$ cat src/rtl/sd_buf_arbiter.sv
// Round-robin arbiter sharing one single-port sector buffer RAM between the
// SD card engine and a host requester; one word per req/ack handshake.
module sd_buf_arbiter #(
  parameter int ADDR_W = 9,
  parameter int DATA_W = 8
) (
  input  logic              i_clk,
  input  logic              i_rst_n,
  input  logic              i_sd_req,
  input  logic [ADDR_W-1:0] i_sd_addr,
  input  logic              i_sd_wr_nrd,
  input  logic [DATA_W-1:0] i_sd_data,
  output logic [DATA_W-1:0] o_sd_data,
  output logic              o_sd_ack,
  input  logic              i_host_req,
  input  logic [ADDR_W-1:0] i_host_addr,
  input  logic              i_host_wr_nrd,
  input  logic [DATA_W-1:0] i_host_data,
  output logic [DATA_W-1:0] o_host_data,
  output logic              o_host_ack,
  output logic              o_mem_en,
  output logic              o_mem_we,
  output logic [ADDR_W-1:0] o_mem_addr,
  output logic [DATA_W-1:0] o_mem_wdata,
  input  logic [DATA_W-1:0] i_mem_rdata,
  output logic              o_busy
);

  typedef enum logic [1:0] {S_IDLE, S_ISSUE, S_WAIT, S_ACK} state_t;

  localparam logic SEL_SD   = 1'b0;
  localparam logic SEL_HOST = 1'b1;

  state_t              state_q, state_d;
  logic                sel_q, sel_d;
  logic                last_q, last_d;
  logic                wr_q, wr_d;
  logic                mem_en_q, mem_en_d;
  logic                mem_we_q, mem_we_d;
  logic [ADDR_W-1:0]   mem_addr_q, mem_addr_d;
  logic [DATA_W-1:0]   mem_wdata_q, mem_wdata_d;
  logic [DATA_W-1:0]   sd_data_q, sd_data_d;
  logic [DATA_W-1:0]   host_data_q, host_data_d;
  logic                sd_ack_q, sd_ack_d;
  logic                host_ack_q, host_ack_d;
  logic                busy_q, busy_d;
  logic                grant_host;

  // On a tie the port that was not granted last wins.
  assign grant_host = i_host_req & (~i_sd_req | (last_q == SEL_SD));

  always_comb begin
    state_d     = state_q;
    sel_d       = sel_q;
    last_d      = last_q;
    wr_d        = wr_q;
    mem_addr_d  = mem_addr_q;
    mem_wdata_d = mem_wdata_q;
    sd_data_d   = sd_data_q;
    host_data_d = host_data_q;
    mem_en_d    = 1'b0;
    mem_we_d    = 1'b0;
    sd_ack_d    = 1'b0;
    host_ack_d  = 1'b0;

    unique case (state_q)
      S_IDLE: begin
        if (i_sd_req || i_host_req) begin
          sel_d       = grant_host;
          wr_d        = grant_host ? i_host_wr_nrd : i_sd_wr_nrd;
          mem_addr_d  = grant_host ? i_host_addr   : i_sd_addr;
          mem_wdata_d = grant_host ? i_host_data   : i_sd_data;
          mem_en_d    = 1'b1;
          mem_we_d    = grant_host ? i_host_wr_nrd : i_sd_wr_nrd;
          state_d     = S_ISSUE;
        end
      end
      S_ISSUE: state_d = S_WAIT;
      S_WAIT: begin
        // RAM read data is valid during this cycle; writes leave port data alone.
        if (!wr_q) begin
          if (sel_q == SEL_HOST) host_data_d = i_mem_rdata;
          else                   sd_data_d   = i_mem_rdata;
        end
        if (sel_q == SEL_HOST) host_ack_d = 1'b1;
        else                   sd_ack_d   = 1'b1;
        state_d = S_ACK;
      end
      S_ACK: begin
        last_d  = sel_q;
        state_d = S_IDLE;
      end
    endcase

    busy_d = (state_d != S_IDLE);
  end

  always_ff @(posedge i_clk) begin
    if (!i_rst_n) begin
      state_q     <= S_IDLE;
      sel_q       <= SEL_SD;
      last_q      <= SEL_HOST;
      wr_q        <= 1'b0;
      mem_en_q    <= 1'b0;
      mem_we_q    <= 1'b0;
      mem_addr_q  <= '0;
      mem_wdata_q <= '0;
      sd_data_q   <= '0;
      host_data_q <= '0;
      sd_ack_q    <= 1'b0;
      host_ack_q  <= 1'b0;
      busy_q      <= 1'b0;
    end else begin
      state_q     <= state_d;
      sel_q       <= sel_d;
      last_q      <= last_d;
      wr_q        <= wr_d;
      mem_en_q    <= mem_en_d;
      mem_we_q    <= mem_we_d;
      mem_addr_q  <= mem_addr_d;
      mem_wdata_q <= mem_wdata_d;
      sd_data_q   <= sd_data_d;
      host_data_q <= host_data_d;
      sd_ack_q    <= sd_ack_d;
      host_ack_q  <= host_ack_d;
      busy_q      <= busy_d;
    end
  end

  assign o_sd_data   = sd_data_q;
  assign o_sd_ack    = sd_ack_q;
  assign o_host_data = host_data_q;
  assign o_host_ack  = host_ack_q;
  assign o_mem_en    = mem_en_q;
  assign o_mem_we    = mem_we_q;
  assign o_mem_addr  = mem_addr_q;
  assign o_mem_wdata = mem_wdata_q;
  assign o_busy      = busy_q;

endmodule

$ cat config.mk
export PLATFORM = sky130hd
export DESIGN_NAME = sd_buf_arbiter
export DESIGN_NICKNAME = d
export VERILOG_FILES = /design/src/rtl/sd_buf_arbiter.sv
export SDC_FILE = /design/constraint.sdc
export NUM_CORES = 1
export LEC_CHECK = 0
export CORE_ASPECT_RATIO = 0.5
export CORE_MARGIN = 2
export CORE_UTILIZATION = 42
export DETAILED_ROUTE_END_ITERATION = 8
export PLACE_DENSITY = 0.84
export SYNTH_ARGS = -nofsm -noshare
export SYNTH_HDL_FRONTEND = slang
export SYNTH_SLANG_ARGS = --single-unit
$ cat constraint.sdc
create_clock -name i_clk -period 3.05 [get_ports i_clk]
set_clock_uncertainty 0.1 [all_clocks]
set_input_delay 0.305 -clock i_clk [delete_from_list [all_inputs] [get_ports i_clk]]
set_output_delay 0.305 -clock i_clk [all_outputs]
set_load 0.01 [all_outputs]
==> flow_metrics.env <==
export IMPL_antenna_cells=0
export IMPL_pin_count=86
export IMPL_synth_cell_type_count=29
export IMPL_post_route_util_pct=68.75
export IMPL_ys_warn_count=0
export IMPL_critPathRequiredTime_ns=3.14
export IMPL_post_route_cells_drive_above_1_share_pct=7.265
export IMPL_synth_compound_area_share_pct=13.45
export IMPL_cts_max_level=2
export IMPL_hp_start="sel_q"
export IMPL_setup_worst_path_end="o_sd_data[6]"
export IMPL_path_delay_family="simple AND/OR/NAND/NOR gates"
export IMPL_worstReg2RegStart="state_q[0]"
export IMPL_hold_violations=0
export IMPL_syn_nets=202
export IMPL_min_period_over_period_pct=64.18
export IMPL_clk_pin_slew_ns=0.08
export IMPL_synth_cell_area_sq_um=1684
export IMPL_crit_fanout=8
export IMPL_endpoint_kind="flop"
export IMPL_synth_most_common_cell="dfxtp_1"
export IMPL_cts_tree="yes"
export IMPL_power_density_nw_per_um2=701.8
export IMPL_die_area_sq_um=4563
export IMPL_synth_top_family_by_area="simple AND/OR/NAND/NOR gates"
export IMPL_cts_root_buffer="clkbuf_8"
export IMPL_p_leak_nw=1.114
export IMPL_relSlewSlack_pct=45.19
export IMPL_synthXorXnorAreaFrac_pct=0
export IMPL_fin_crit_ns=1.957
export IMPL_cap_violations=0
export IMPL_synth_top_area_share_pct=51.11
export IMPL_routed_wl_um=4339
export IMPL_track_usage_pct=19.26
export IMPL_tns_ns=0
export IMPL_synthMuxAreaShare_pct=10.70
export IMPL_wl_per_cell_um=15.07
export IMPL_ctsHoldBuffers=0
export IMPL_post_synth_fa_ha_maj_area_fraction_pct=2.972
export IMPL_synth_edf_count=0
export IMPL_clk_latency_ns=0.29
export IMPL_holdWs_ns=0.4084
export IMPL_grt_max_degree=42
export IMPL_r2r_end="o_sd_data[6]"
export IMPL_synth_area_top_cells="dfxtp_1 (51%), mux2i_1 (11%), a221o_1 (9.5%), and3_1 (6.7%), nor2b_1 (6.3%)"
export IMPL_ir_worst_vdd_uv=335.7
export IMPL_row_count=16
export IMPL_yosysTopAreaCell="dfxtp_1"
export IMPL_grt_pass1_wl_um=6803
export IMPL_syn_inst=150
export IMPL_top_layer_used="met4"
export IMPL_post_cts_resized=0
export IMPL_avgViaCountPerCell=4.993
export IMPL_core_area_sq_um=3884
export IMPL_ant_nets=0
export IMPL_die_h_um=48.78
export IMPL_crit_start="state_q[0]"
export IMPL_clk_path_buf_depth=2
export IMPL_status="finished, final reports clean"
export IMPL_cts_setup_buffers=0
export IMPL_synth_simple_gate_area_share_pct=17.38
export IMPL_crit_type="reg2reg"
export IMPL_area_growth_syn_to_layout_pct=58.54
export IMPL_yosys_top_cells_count="dfxtp_1 (43), and3_1 (18), mux2i_1 (18)"
export IMPL_met2_length_um=2173
export IMPL_overflow=0
export IMPL_synth_ff_type="dfxtp_1"
export IMPL_nNetsFinal=285
export IMPL_slew_violations=0
export IMPL_cts_buffers_inserted=5
export IMPL_syn_avg_cell_area_sq_um=11.23
export IMPL_path_cells="inv_1, ha_1, nor3b_2, mux2i_1, nor2b_1"
export IMPL_cpPeakStageDelay_ns=0.71
export IMPL_initial_core_util_pct=43.36
export IMPL_drc=0
export IMPL_r2r_cells=5
export IMPL_path_depth=5
export IMPL_fmaxAchievable_mhz=510.9
export IMPL_startpoint_type="flop"
export IMPL_port_buffer_count=85
export IMPL_hp_class="reg2reg"
export IMPL_path_buf_inv=1
export IMPL_synth_ff_latch_count=43
export IMPL_vias=1438
export IMPL_clock_sinks=43
export IMPL_report_final_setup_viol=0
export IMPL_wl_met1_um=1866
export IMPL_rsz0062_at_grt="false"
export IMPL_dr_wl_met3_um=226
export IMPL_worst_slew_pin_slew_ns=0.8186
export IMPL_antenna_found_initial=0
export IMPL_critical_path_slowest_cell="nor3b_2"
export IMPL_hpwl_um=3055
export IMPL_gp_congestion=0.8028
export IMPL_grt_pass1_vias=1436
export IMPL_async_reset_ff_share_pct=0
export IMPL_dieWidth_um=93.55
export IMPL_yosysSeqAreaShare_pct=51.11
export IMPL_drt_pass1_iter_count=4
export IMPL_arrival_ns=2.05
export IMPL_first_iter_violations=43
export IMPL_ff2ff_setup_slack_ns=1.09
-- metrics by stage --
step | cells | power, mW | area, sq um | setup WS [ns]
2_1_floorplan | 150 | 1.099 | 1684 | 1.473
3_3_place_gp | 280 | 1.408 | 2552 | 1.037
3_5_place_dp | 280 | 1.428 | 2552 | 0.9697
4_1_cts | 288 | 1.886 | 2670 | 1.050
5_1_grt | 288 | 1.971 | 2670 | 0.9300
6_report | 288 | 1.874 | 2670 | 1.093
-- report_power, final --
group	total (mW)	internal (mW)	switching, mW
sequential	0.755	0.687	0.0686
clock	0.456	0.265	0.191
combinational	0.662	0.375	0.287
-- final cells by class --
class                   count  area [sq um]
well taps                  54         67.56
repair buffers             86         858.3
fillers                   311          1214
clock buffers               6         82.58
flip-flops and latches     43         860.8
inverters                   3         11.26
clock inverters             2         35.03
multi-input cells          94         754.5
-- worst min path at each step --
stage,end,slack (ns),cells past startpoint
global route,wr_q,0.44,2
finish,o_sd_ack,0.41,1
CTS,last_q,0.41,2
global placement,last_q,0.38,2
detailed placement,last_q,0.39,2
floorplan,o_mem_addr[0],0.34,1
-- layer usage --
layer,vias to the layer above,global-route usage (%)
li1,706,-
met1,677,23.05
met2,46,33.69
met3,9,5.100
met4,0,6.763
met5,-,0
-- worst register-to-register path: cells and delay by family (launching register included) --
kind	cells	cell delay, ns
flops	1	0.34
buf+inv	1	0.11
fa+ha+maj	1	0.25
simple gates	2	0.78
mux	1	0.28
-- layout by cell type (no fill, tap or decap) --
cell type	synthesis	layout
a21boi_2	1	1
a21oi_1	1	1
a221o_1	16	16
a221o_2	1	1
a22oi_1	1	1
and2_1	1	1
and3_1	18	18
and3_4	1	1
buf_4	1	1
bufinv_16	0	1
clkbuf_8	0	6
clkdlybuf4s50_1	0	85
clkinv_2	0	1
dfxtp_1	43	43
ha_1	4	4
inv_1	3	3
mux2i_1	18	18
nand2_1	3	3
nand3_1	1	1
nand3b_1	1	1
nor2_1	2	2
nor2_2	1	1
nor2b_1	17	17
nor3_1	1	1
nor3b_2	0	1
o211ai_2	1	1
o21ai_0	2	2
o21ai_2	1	1
or2_2	1	1
-- sequential cells by signal (all words and copies together) (netlist names) --
register and cells:
sel_q 1, o_host_data 8, wr_q 1, o_sd_ack 1, state_q 2, o_mem_wdata 8, o_busy 1, o_mem_en 1
o_host_ack 1, o_sd_data 8, o_mem_we 1, last_q 1, o_mem_addr 9
-- kinds of logic (layout without fill, tap and decap cells) --
logic type,Yosys count,after routing
AND/OR/NAND/NOR,48,48
AO/OA/AOI/OAI,24,24
flip-flops,43,43
buffers and inverters,13,97
multiplexers,18,18
adder cells (fa/ha/maj),4,4
Power figures use the tool's default switching activity.
